[config.mk]
export PLATFORM = sky130hd
export DESIGN_NAME = seq_detector_param
export DESIGN_NICKNAME = d
export VERILOG_FILES = /design/src/rtl/seq_detector_param.sv
export SDC_FILE = /design/constraint.sdc
export NUM_CORES = 1
export LEC_CHECK = 0
export ABC_AREA = 1
export CELL_PAD_IN_SITES_DETAIL_PLACEMENT = 0
export CELL_PAD_IN_SITES_GLOBAL_PLACEMENT = 2
export CORE_ASPECT_RATIO = 1.4
export CORE_UTILIZATION = 28
export DETAILED_ROUTE_END_ITERATION = 12
export GPL_ROUTABILITY_DRIVEN = 0
export MAX_ROUTING_LAYER = met4
export PLACE_DENSITY = 0.75
export SETUP_SLACK_MARGIN = 0.1
export SKIP_LAST_GASP = 1
export SYNTH_ARGS = -nofsm -noshare
export SYNTH_HDL_FRONTEND = slang
export SYNTH_SLANG_ARGS = --single-unit
[constraint.sdc]
create_clock -name clk -period 1.9 [get_ports clk]
set_input_delay 0.19 -clock clk [delete_from_list [all_inputs] [get_ports clk]]
set_output_delay 0.19 -clock clk [all_outputs]
set_load 0.05 [all_outputs]
[src/rtl/seq_detector_param.sv]
// ---------------------------------------------------------------------------
// seq_detector_param
// Parametrised serial bit-pattern detector with a run-time reloadable pattern,
// selectable overlapping / non-overlapping detection, a valid-qualified input
// and a saturating match counter.
//
// Parameters:
//   PAT_W    pattern length in bits (2..32)
//   PATTERN  reset value of the pattern register, MSB = first bit received
//   CNT_W    width of the saturating match counter (1..32)
//
// Ports:
//   clk          rising-edge clock
//   reset        synchronous active-high reset
//   in           serial data bit
//   in_valid     qualifies in
//   overlap      1 = overlapping detection, 0 = non-overlapping
//   pat_wr       load pat_in into the pattern register (clears history)
//   pat_in       new pattern value
//   pat_mask     don't-care mask, 1 = bit ignored (only with SEQ_DET_MASK_EN)
//   clr_count    clear match_count (wins over a coincident hit)
//   match        registered one-cycle pulse per detected pattern
//   match_count  saturating number of matches
//
// Build option: define SEQ_DET_MASK_EN to add the pat_mask port; without it
// every pattern bit is compared exactly.
// ---------------------------------------------------------------------------
module seq_detector_param #(
    parameter int               PAT_W   = 4,
    parameter logic [PAT_W-1:0] PATTERN = 4'b1011,
    parameter int               CNT_W   = 8
) (
    input  logic             clk,
    input  logic             reset,
    input  logic             in,
    input  logic             in_valid,
    input  logic             overlap,
    input  logic             pat_wr,
    input  logic [PAT_W-1:0] pat_in,
`ifdef SEQ_DET_MASK_EN
    input  logic [PAT_W-1:0] pat_mask,
`endif
    input  logic             clr_count,
    output logic             match,
    output logic [CNT_W-1:0] match_count
);

    localparam int               FILL_W   = $clog2(PAT_W + 1);
    localparam logic [FILL_W-1:0] FILL_MAX = FILL_W'(PAT_W);
    localparam logic [FILL_W-1:0] FILL_THR = FILL_W'(PAT_W - 1);
    localparam logic [CNT_W-1:0]  CNT_MAX  = {CNT_W{1'b1}};

    logic [PAT_W-1:0]  hist_q,    hist_d;
    logic [FILL_W-1:0] fill_q,    fill_d;
    logic [PAT_W-1:0]  pattern_q, pattern_d;
    logic              match_q,   match_d;
    logic [CNT_W-1:0]  count_q,   count_d;

    logic              accept;
    logic [PAT_W-1:0]  hist_shift;
    logic [PAT_W-1:0]  care_n;
    logic [PAT_W-1:0]  bit_eq;
    logic              hit;

`ifdef SEQ_DET_MASK_EN
    assign care_n = pat_mask;
`else
    assign care_n = '0;
`endif

    // A pattern write takes the cycle, so the data bit is not accepted then.
    assign accept     = in_valid && !pat_wr;
    assign hist_shift = {hist_q[PAT_W-2:0], in};

    // Per-bit compare against the history as it will look after this bit.
    generate
        for (genvar gi = 0; gi < PAT_W; gi++) begin : g_cmp
            assign bit_eq[gi] = (hist_shift[gi] == pattern_q[gi]) || care_n[gi];
        end
    endgenerate

    // fill_q counts bits already held; the incoming bit completes the window
    // once fill_q has reached PAT_W-1.
    assign hit = accept && (fill_q >= FILL_THR) && (&bit_eq);

    always_comb begin
        hist_d    = hist_q;
        fill_d    = fill_q;
        pattern_d = pattern_q;
        match_d   = hit;
        count_d   = count_q;

        if (pat_wr) begin
            pattern_d = pat_in;
            hist_d    = '0;
            fill_d    = '0;
        end else if (accept) begin
            hist_d = hist_shift;
            if (hit && !overlap) begin
                fill_d = '0;
            end else if (fill_q != FILL_MAX) begin
                fill_d = fill_q + FILL_W'(1);
            end
        end

        if (clr_count) begin
            count_d = '0;
        end else if (hit && (count_q != CNT_MAX)) begin
            count_d = count_q + CNT_W'(1);
        end
    end

    always_ff @(posedge clk) begin
        if (reset) begin
            hist_q    <= '0;
            fill_q    <= '0;
            pattern_q <= PATTERN;
            match_q   <= 1'b0;
            count_q   <= '0;
        end else begin
            hist_q    <= hist_d;
            fill_q    <= fill_d;
            pattern_q <= pattern_d;
            match_q   <= match_d;
            count_q   <= count_d;
        end
    end

    assign match       = match_q;
    assign match_count = count_q;

endmodule

==> results.json <==
{
  "cts_root_buf": "clkbuf_8",
  "cts_tree": "done",
  "slew_headroom": 0.6681,
  "grt_pass1_wl_um": 3650,
  "hold-path-cell-count": 2,
  "p_switching_uw": 193.8,
  "syn_to_final_growth_pct": 27.70,
  "avgRoutedWirePerCell_um": 10.58,
  "drtIter0Drc": 10,
  "antenna_found_initial": 0,
  "grt-busiest-layer": "met2",
  "yosysWarnings": 0,
  "cp_max_fo": 6,
  "cts.sinks": 19,
  "synthMuxAreaShare": 0,
  "power.share.clock": 0.356,
  "cp-start-kind": "flip-flop",
  "synth_top_area_frac": 0.3725,
  "min_from": "hist_q[0]",
  "synthFlopType": "dfxtp_1",
  "critPathArrivalTime_ps": 1530,
  "path_clk_slew_ps": 80,
  "async_flop_share": 0,
  "synth_top_family_by_area": "simple AND/OR/NAND/NOR gates",
  "synth_area_leaders": "dfxtp_1 (37%), nand2_1 (12%), a21oi_1 (7.4%), inv_1 (5.9%), ha_1 (4.9%)",
  "vias": 875,
  "p_int_uw": 595.9,
  "drc": 0,
  "synth_compound_area_frac": 0.1152,
  "synth.distinct_cells": 22,
  "yosys.area_share.simple": 0.3260,
  "synth_top_cells_by_count": "nand2_1 (32), dfxtp_1 (19), inv_1 (16), a21oi_1 (15), nor2_1 (12)",
  "ctsResizeCount": 0,
  "fp.dieArea_um2": 3895,
  "die_w_um": 53.04,
  "tightest_slew_ps": 496.4,
  "clockBufferDepth": 2,
  "worstPathCellList": "clkdlybuf4s50_1",
  "ff2ff_setup_slack_ps": 330,
  "place_area_um2": 1257,
  "synth-seq-cells": 19,
  "dp_hpwl_um": 1739,
  "critPathKind": "flip-flop to output pin",
  "syn-num-nets": 150,
  "hp-class": "flip-flop to flip-flop",
  "grt_setup_unrepaired": "no",
  "finalMaxSlewViolations": 0,
  "power_density_nw_per_um2": 605.7,
  "use_met3": 0.01863,
  "coreArea_um2": 3441,
  "seq_area_frac_synth": 0.3725,
  "pwr-share-comb": 0.117,
  "port_buffers": 19,
  "use_met2": 0.2532,
  "overflow": 0,
  "synth_edf_count": 0,
  "crit_family": "buffers and inverters",
  "sw_frac_of_total": 0.2454,
  "critPathLaunch": "match_count[2]",
  "period_share": 0.9075,
  "maxCapViolations": 0,
  "htree_levels": 1,
  "grt_pass1_vias": 907,
  "status": "complete, no violations",
  "synth.most_common_cell": "nand2_1",
  "setup_viol": 0,
  "synthXorXnorAreaFrac": 0.05147,
  "reg2reg_depth": 11,
  "num_io_pins": 20,
  "ant_nets": 0,
  "wirelength_um": 2094,
  "stdcell_area_um2": 1304,
  "grt_max_degree": 12,
  "fin_util": 0.3789,
  "yosysTopAreaCell": "dfxtp_1",
  "synth_area_um2": 1021,
  "p_leak_nw": 0.5586,
  "initial_core_util": 0.2967,
  "hold-path-endpoint": "hist_q[1]",
  "min_period_ps": 1724,
  "use_met1": 0.1196,
  "dr.pass1.iters": 4,
  "final_layout_size_suffix_gt1_frac": 0.1139,
  "peakVddDrop_v": 0.0003198,
  "timing.critical_path.buf_inv": 1,
  "ctsHoldBuffers": 0,
  "cp_slowest_cell": "clkdlybuf4s50_1",
  "avgSynthCellArea_um2": 7.563,
  "hold_viol_final": 0,
  "num_antenna_cells": 0,
  "r2r_start": "fill_q[0]",
  "worst_setup_path_end_kind": "output pin",
  "max_freq_mhz": 580.0,
  "rows": 25,
  "final.setup.tns_ps": 0,
  "finalClockSkew_ps": 9.486,
  "worstPathRequired_ps": 1710,
  "synth-adder-area-share": 0.04902,
  "clk_latency_ps": 260,
  "r2r_end": "fill_q[0]",
  "slowest_delay_ps": 840,
  "grtUsageTotal": 0.1309,
  "via_per_inst": 4.419,
  "hold_slack_ps": 470.3,
  "cts_made_buffers": 3,
  "fin_nets": 174,
  "seqPwrFrac": 0.527,
  "die_y_um": 73.45,
  "synth_cells": 135,
  "cts_setup_buffers": 0
}
per-stage QoR:
step	instances	worst slack [ps]	power [mW]
final	198	175.8	0.7897
after floorplan	135	166.8	0.4841
after global placement	194	221.1	0.5190
after detailed placement	194	205.7	0.5199
after global routing	198	126.8	0.8308
after CTS	198	163.5	0.8056
cell families after synthesis:
kind of cell / Yosys count
XOR/XNOR: 6
AO/OA/AOI/OAI: 23
adder cells (fa/ha/maj): 4
buffers and inverters: 20
AND/OR/NAND/NOR: 63
flip-flops: 19
metal layers:
layer / vias up / wire length (um)
li1: 476 / -
met1: 384 / 825
met2: 13 / 1184
met3: 2 / 63
met4: 0 / 21
met5: - / 0
power groups by stage:
| stage | Combinational, mW | Clock, mW | Sequential [mW] |
|---|---|---|---|
| global placement | 0.0934 | 0 | 0.426 |
| global route | 0.105 | 0.308 | 0.418 |
| floorplan | 0.0601 | 0 | 0.424 |
| finish | 0.0921 | 0.281 | 0.416 |
| CTS | 0.0941 | 0.295 | 0.417 |
| detailed placement | 0.0940 | 0 | 0.426 |
worst max-delay path by stage:
stage | endpoint | slack [ps] | cells past startpoint
3_3_place_gp | fill_q[0] | 220 | 10
4_1_cts | match_count[2] | 160 | 1
6_report | match_count[2] | 180 | 1
3_5_place_dp | fill_q[1] | 210 | 10
5_1_grt | match_count[2] | 130 | 1
2_1_floorplan | match_count[1] | 170 | 8
flip-flops by register name, summed over array words and instances (netlist names):
name         flops
fill_q           3
match            1
match_count      8
hist_q           3
pattern_q        4
area by class of cell:
type                       instances  area, um^2
inverter                          19       76.32
multi-input combinational         96       553.0
clock buffer                       3       41.29
sequential                        19       380.4
timing repair buffer              20       197.7
clock inverter                     1       5.005
fill                             386        2137
tap                               40       50.05
placed cells by master (no fill, tap or decap), types with 4 or more instances in the layout:
master            n
inv_1            16
dfxtp_1          19
a21oi_1          15
xor2_1            4
nor2_1           12
nand3_1           6
nand2_1          32
o21ai_0           7
ha_1              4
clkdlybuf4s50_1  19
No activity file was read; power rests on OpenSTA's default activity.
